### src/rtl/pcoeff_readout_accumulator_pkg.sv
// Shared constants and state type for the p-coefficient readout accumulator.
// This package stands in for the globals header: default collector address
// width, collector read latency and the readout FSM state encoding.
package pcoeff_readout_accumulator_pkg;

  localparam int unsigned ADDR_WIDTH_DEFAULT  = 12;
  localparam int unsigned OUTPUT_READ_LATENCY = 5;
  localparam int unsigned SUMMED_DATA_WIDTH   = 38;
  localparam int unsigned PCOEFF_COUNT_WIDTH  = 3;

  typedef enum logic [1:0] {
    PRA_IDLE,
    PRA_SWEEP,
    PRA_DRAIN,
    PRA_RESULT
  } praState_t;

  // Width of a down-counter that must hold values 0..maxVal.
  function automatic int unsigned counterWidth(input int unsigned maxVal);
    return (maxVal < 2) ? 1 : $clog2(maxVal + 1);
  endfunction

endpackage

### src/rtl/pcoeff_readout_accumulator_hyperpipe.sv
// Fixed-depth register pipeline (hyperpipe). Used here to carry the read
// valid tag alongside the collector read latency. Contents clear on reset.
module hyperpipe #(
  parameter int unsigned WIDTH  = 1,
  parameter int unsigned CYCLES = 2
) (
  input  logic             clk,
  input  logic             rst,
  input  logic [WIDTH-1:0] din,
  output logic [WIDTH-1:0] dout
);

  logic [WIDTH-1:0] stage [CYCLES];

  // Shift din through CYCLES registers.
  always_ff @(posedge clk or posedge rst) begin
    if (rst) begin
      for (int unsigned i = 0; i < CYCLES; i++) stage[i] <= '0;
    end else begin
      stage[0] <= din;
      for (int unsigned i = 1; i < CYCLES; i++) stage[i] <= stage[i-1];
    end
  end

  assign dout = stage[CYCLES-1];

endmodule

### src/rtl/pcoeff_readout_accumulator.sv
// Readout accumulator for the collection module. On start it sweeps every
// collector address once (each read wipes the entry), accumulates the
// returned summed data and p-coefficient counts, and offers one total per
// sweep on a valid/ready result port.
// Optional feature: define PCOEFF_ACCUM_OVERFLOW_CHECK_EN to report a sticky
// carry-out of the sum accumulator on resultOverflow; otherwise it is 0.
module pcoeff_readout_accumulator
  import pcoeff_readout_accumulator_pkg::*;
#(
  parameter int unsigned ADDR_WIDTH   = ADDR_WIDTH_DEFAULT,
  parameter int unsigned READ_LATENCY = OUTPUT_READ_LATENCY,
  parameter int unsigned SUM_WIDTH    = 64
) (
  input  logic                  clk,
  input  logic                  rst,
  input  logic                  start,
  output logic                  busy,
  output logic [ADDR_WIDTH-1:0] readAddr,
  input  logic [37:0]           summedDataIn,
  input  logic [2:0]            pcoeffCountIn,
  output logic                  resultValid,
  input  logic                  resultReady,
  output logic [SUM_WIDTH-1:0]  resultSum,
  output logic [ADDR_WIDTH+2:0] resultCount,
  output logic                  resultOverflow
);

  localparam int unsigned CNT_WIDTH   = ADDR_WIDTH + 3;
  localparam int unsigned DRAIN_WIDTH = counterWidth(READ_LATENCY);

  praState_t              state;
  logic [SUM_WIDTH-1:0]   sumAcc;
  logic [CNT_WIDTH-1:0]   cntAcc;
  logic [DRAIN_WIDTH-1:0] drainCnt;
  logic                   tagIn;
  logic                   tagOut;
  logic [SUM_WIDTH-1:0]   sumAddend;
  logic [CNT_WIDTH-1:0]   cntAddend;
  logic [SUM_WIDTH-1:0]   sumNext;
  logic [CNT_WIDTH-1:0]   cntNext;
  logic                   drainDone;

  // One tag per issued read; it emerges exactly when that read's data arrives.
  assign tagIn = (state == PRA_SWEEP);

  hyperpipe #(
    .WIDTH  (1),
    .CYCLES (READ_LATENCY)
  ) validPipe (
    .clk  (clk),
    .rst  (rst),
    .din  (tagIn),
    .dout (tagOut)
  );

  assign sumAddend = tagOut ? SUM_WIDTH'(summedDataIn) : '0;
  assign cntAddend = tagOut ? CNT_WIDTH'(pcoeffCountIn) : '0;
  assign cntNext   = cntAcc + cntAddend;

`ifdef PCOEFF_ACCUM_OVERFLOW_CHECK_EN
  logic sumCarry;
  logic ovfSticky;

  assign {sumCarry, sumNext} = {1'b0, sumAcc} + {1'b0, sumAddend};
`else
  assign sumNext = sumAcc + sumAddend;
`endif

  // The last tag enters the pipe on the final SWEEP cycle, so the pipe is
  // empty exactly READ_LATENCY DRAIN cycles later; counting them out is
  // equivalent to watching the pipe drain.
  assign drainDone = (drainCnt == '0);

  // Readout FSM with registered outputs and accumulators.
  always_ff @(posedge clk or posedge rst) begin
    if (rst) begin
      state       <= PRA_IDLE;
      busy        <= 1'b0;
      readAddr    <= '0;
      resultValid <= 1'b0;
      resultSum   <= '0;
      resultCount <= '0;
      sumAcc      <= '0;
      cntAcc      <= '0;
      drainCnt    <= '0;
    end else begin
      case (state)
        PRA_IDLE: begin
          if (start) begin
            state    <= PRA_SWEEP;
            busy     <= 1'b1;
            readAddr <= '0;
            sumAcc   <= '0;
            cntAcc   <= '0;
          end
        end
        PRA_SWEEP: begin
          sumAcc <= sumNext;
          cntAcc <= cntNext;
          if (readAddr == '1) begin
            state    <= PRA_DRAIN;
            drainCnt <= DRAIN_WIDTH'(READ_LATENCY - 1);
          end else begin
            readAddr <= readAddr + 1'b1;
          end
        end
        PRA_DRAIN: begin
          sumAcc <= sumNext;
          cntAcc <= cntNext;
          if (drainDone) begin
            state       <= PRA_RESULT;
            resultValid <= 1'b1;
            resultSum   <= sumNext;
            resultCount <= cntNext;
          end else begin
            drainCnt <= drainCnt - 1'b1;
          end
        end
        PRA_RESULT: begin
          if (resultReady) begin
            state       <= PRA_IDLE;
            busy        <= 1'b0;
            resultValid <= 1'b0;
          end
        end
        default: state <= PRA_IDLE;
      endcase
    end
  end

`ifdef PCOEFF_ACCUM_OVERFLOW_CHECK_EN
  // Sticky sum carry, cleared at start and published with the result.
  always_ff @(posedge clk or posedge rst) begin
    if (rst) begin
      ovfSticky      <= 1'b0;
      resultOverflow <= 1'b0;
    end else if (state == PRA_IDLE) begin
      if (start) ovfSticky <= 1'b0;
    end else if (state == PRA_SWEEP || state == PRA_DRAIN) begin
      if (sumCarry) ovfSticky <= 1'b1;
      if (state == PRA_DRAIN && drainDone) resultOverflow <= ovfSticky | sumCarry;
    end
  end
`else
  assign resultOverflow = 1'b0;
`endif

endmodule

### config.mk
export PLATFORM = sky130hd
export DESIGN_NAME = pcoeff_readout_accumulator
export DESIGN_NICKNAME = d
export VERILOG_FILES = /design/src/rtl/pcoeff_readout_accumulator_pkg.sv /design/src/rtl/pcoeff_readout_accumulator_hyperpipe.sv /design/src/rtl/pcoeff_readout_accumulator.sv
export SDC_FILE = /design/constraint.sdc
export NUM_CORES = 1
export LEC_CHECK = 0
export ABC_AREA = 1
export CAP_MARGIN = 30
export CORE_ASPECT_RATIO = 0.6
export CORE_MARGIN = 2
export CORE_UTILIZATION = 45
export DETAILED_ROUTE_END_ITERATION = 6
export PLACE_DENSITY = 0.66
export SYNTH_ARGS = -nofsm -noshare
export SYNTH_HDL_FRONTEND = slang
export SYNTH_SLANG_ARGS = --single-unit
### constraint.sdc
create_clock -name clk -period 7.24 [get_ports clk]
set_input_delay 1.448 -clock clk [delete_from_list [all_inputs] [get_ports clk]]
set_output_delay 1.448 -clock clk [all_outputs]
set_load 0.005 [all_outputs]
==> results_dict.tcl <==
set metrics [dict create \
    status "finished clean" \
    drcViolationCount 0 \
    clock_sink_count 182 \
    cp_num_buf_inv 2 \
    num_io_pins 139 \
    setup_viol 0 \
    die_x_um 214.8 \
    wl_per_cell_um 17.39 \
    die-area_um2 28020 \
    grt_remaining_overflow 0 \
    fin_crit_sh_pct 52.85 \
    min_period_ns 3.827 \
    power_density_nw_per_um2 388.9 \
    yosys_warnings 0 \
    grt_util_met2_pct 36.49 \
    multi_input_area_um2 6140 \
    cts.repair.resized 0 \
    grt.busiest_layer "met1" \
    hold_path.class "reg -> reg" \
    slowest_delay_ns 0.44 \
    ys.flop_type "dfrtp_1" \
    ant_nets 0 \
    critPathCaptureType "register" \
    syn_avg_cell_area_um2 6.668 \
    grt_max_degree 107 \
    synth_area_leaders "dfrtp_1, nand2_1, inv_1, nand3_1, ha_1" \
    start_util_pct 45.61 \
    grt_antenna_before_repair 0 \
    fp.dieH_um 130.5 \
    fmax_mhz 261.3 \
    first_pass_iters 6 \
    finalSetupTns_ns 0 \
    start_kind "input pin" \
    grt_pass1_wl_mm 61.67 \
    detailed_place_hpwl_mm 31.32 \
    ys_ff_latch 182 \
    ctsHoldBuffers 0 \
    crit_top_cell "nand2_1" \
    synth_top_area_share_pct 37.96 \
    rsz0062_at_grt "no" \
    synthCells 1799 \
    numCtsBuffers 17 \
    finalMaxSlewViolations 0 \
    synth_largest_area_cell "dfrtp_1" \
    grt_usage_pct 29.33 \
    criticalPathCategory "in -> reg" \
    met1_usage_pct 48.76 \
    core_um2 26300 \
    synth_fp_nets 1894 \
    drt_iter0_drc 1087 \
    async_flop_share_pct 100.0 \
    finalHoldViolCount 0 \
    vias_per_cell 5.074 \
    htreeDepth 4 \
    worst_slack_ns 3.413 \
    hold_ws_ns 0.3503 \
    cts.clk_slew.worst_paths_ns 0.07 \
    final_nets 2017 \
    synth_cell_type_count 42 \
    fill_cells 2593 \
    dr_total_vias 11650 \
    cts-root-buf "clkbuf_16" \
    slew_headroom_pct 34.75 \
    required_ns 7.64 \
    synth_edf_count 0 \
    first_global_vias 10542 \
    netlist_area_um2 12000 \
    cts_setup_buffers 0 \
    worst_pin_slew_ns 0.9685 \
    row_count 46 \
    globalplace.congestion 0.9907 \
    slowest_stage "fa_1" \
    worstPathCellList "clkdlybuf4s50_1 > nand2_1 > inv_1 > ha_1 > fa_1 > nand3_1 > nand3_1 > nand3_1 > nand3b_1 > nand2_1 > nand2_1 > xor2_1 > nand2_1 > nand2_1" \
    syn_to_final_growth_pct 19.87 \
    final_layout_size_suffix_gt1_share_pct 4.238 \
    cts_tree "yes" \
    regArea_um2 4554 \
    yosysSeqAreaShare_pct 37.96 \
    gr-usage-met3_pct 7.616 \
    peakVddDrop_v 0.0002120 \
    cap_violations 0 \
    port_buffers 137 \
    cpLargestDelayFamily "simple AND/OR/NAND/NOR gates" \
    cts_buffer_depth 2 \
    clkLatencyLatePin_ns 0.47 \
    p_leak_nw 7.847 \
    finalClockSkew_ns 0.01509 \
    routed_wl_mm 39.93 \
    cp.arrival_ns 4.23 \
    dp_slack_ns 3.017 \
    path_max_fanout 3 \
]
## per-layer routing
layer	vias to the layer above	wire length (um)
li1	5780	-
met1	5424	22060
met2	420	13930
met3	26	3593
met4	0	347
met5	-	0
## through the flow
step / total power, mW / util (%) / instance area [um^2] / cells
2_1_floorplan: 3.423 / - / 12000 / 1799
3_3_place_gp: 4.493 / 52.17 / 13720 / 2261
3_5_place_dp: 4.556 / 52.28 / 13750 / 2263
4_1_cts: 5.598 / 54.66 / 14380 / 2295
5_1_grt: 6.034 / 54.66 / 14380 / 2295
6_report: 5.593 / 54.67 / 14380 / 2296
## cell usage in the layout, fill, tap and decap left out, types with 4 or more instances in the layout
cell type,instances
o22ai_1,10
nor2_1,78
inv_2,4
buf_4,6
nand2_1,728
dfrtp_1,182
clkinv_4,4
nor3_1,17
o31ai_1,5
nor2_2,10
xnor2_1,25
nor3_2,8
inv_1,300
xor2_1,24
o21ai_1,10
nand3_1,136
nand3b_1,5
o21ai_0,75
nand2_2,13
nand4_1,17
clkdlybuf4s50_1,137
a21oi_1,35
clkbuf_16,17
ha_1,48
## layout make-up
| cell class | count | area share [%] |
|---|---|---|
| Inverter | 305 | 7.996 |
| Tap cell | 360 | 3.132 |
| Clock buffer | 19 | 3.080 |
| Multi-Input combinational cell | 1271 | 42.70 |
| Antenna cell | 1 | 0.01740 |
| Sequential cell | 182 | 31.67 |
| Timing Repair Buffer | 145 | 10.13 |
| Clock inverter | 13 | 1.279 |
## cells by family after synthesis
kind of cell,after synthesis,share of synthesized area (%)
xor+xnor,49,3.577
other cells,1,0.03126
simple gates,1024,35.47
buf+inv,346,10.98
flops,182,37.96
fa+ha+maj,50,5.340
compound gates,147,6.634
## final timing paths
check | cells past startpoint | slack (ns) | from | end
worst max-delay path | 14 | 3.41 | summedDataIn[0] | resultSum[20]
worst min-delay path | 0 | 0.35 | validPipe.stage[4] | validPipe.stage[3]
worst max register to register | 14 | 3.99 | validPipe.dout | sumAcc[50]
worst min register to register | 0 | 0.35 | validPipe.stage[4] | validPipe.stage[3]
max in group asynchronous | 3 | 4.78 | rst | busy
min in group asynchronous | 2 | 1.40 | rst | resultSum[38]
## cells in the mapped netlist, drive strengths merged, types with 2 or more instances
master	instances
a21oi	36
a22o	2
buf	11
clkbuf	30
clkinv	2
dfrtp	182
fa	2
ha	48
inv	303
nand2	741
nand3	137
nand3b	6
nand4	17
nor2	90
nor3	26
nor4	3
o211ai	3
o21ai	86
o22ai	10
o31ai	5
or2	2
xnor2	25
xor2	24
## power by group
| group | switching [mW] | internal (mW) | leakage (nW) |
|---|---|---|---|
| logic | 1.79 | 1.03 | 5.17 |
| clock network | 0.449 | 0.564 | 0.305 |
| registers | 0.329 | 1.43 | 2.37 |
## state kept, by name, indices dropped and copies added, names as in the netlist
name and cells:
readAddr 12, sumAcc 64, validPipe.stage 4, validPipe.dout 1, busy 1, drainCnt 3, cntAcc 15, resultValid 1
resultSum 64, resultCount 15, state 2
## worst reg2reg max path, delay by kind of cell (launching register included)
kind	cells	cell delay [ns]
DFF	1	0.44
adders and majority gates	1	0.27
buffers and inverters	3	0.60
AOI/OAI and AO/OA	1	0.34
and+or+nand+nor	9	1.48
No activity file was read; power rests on OpenSTA's default activity.
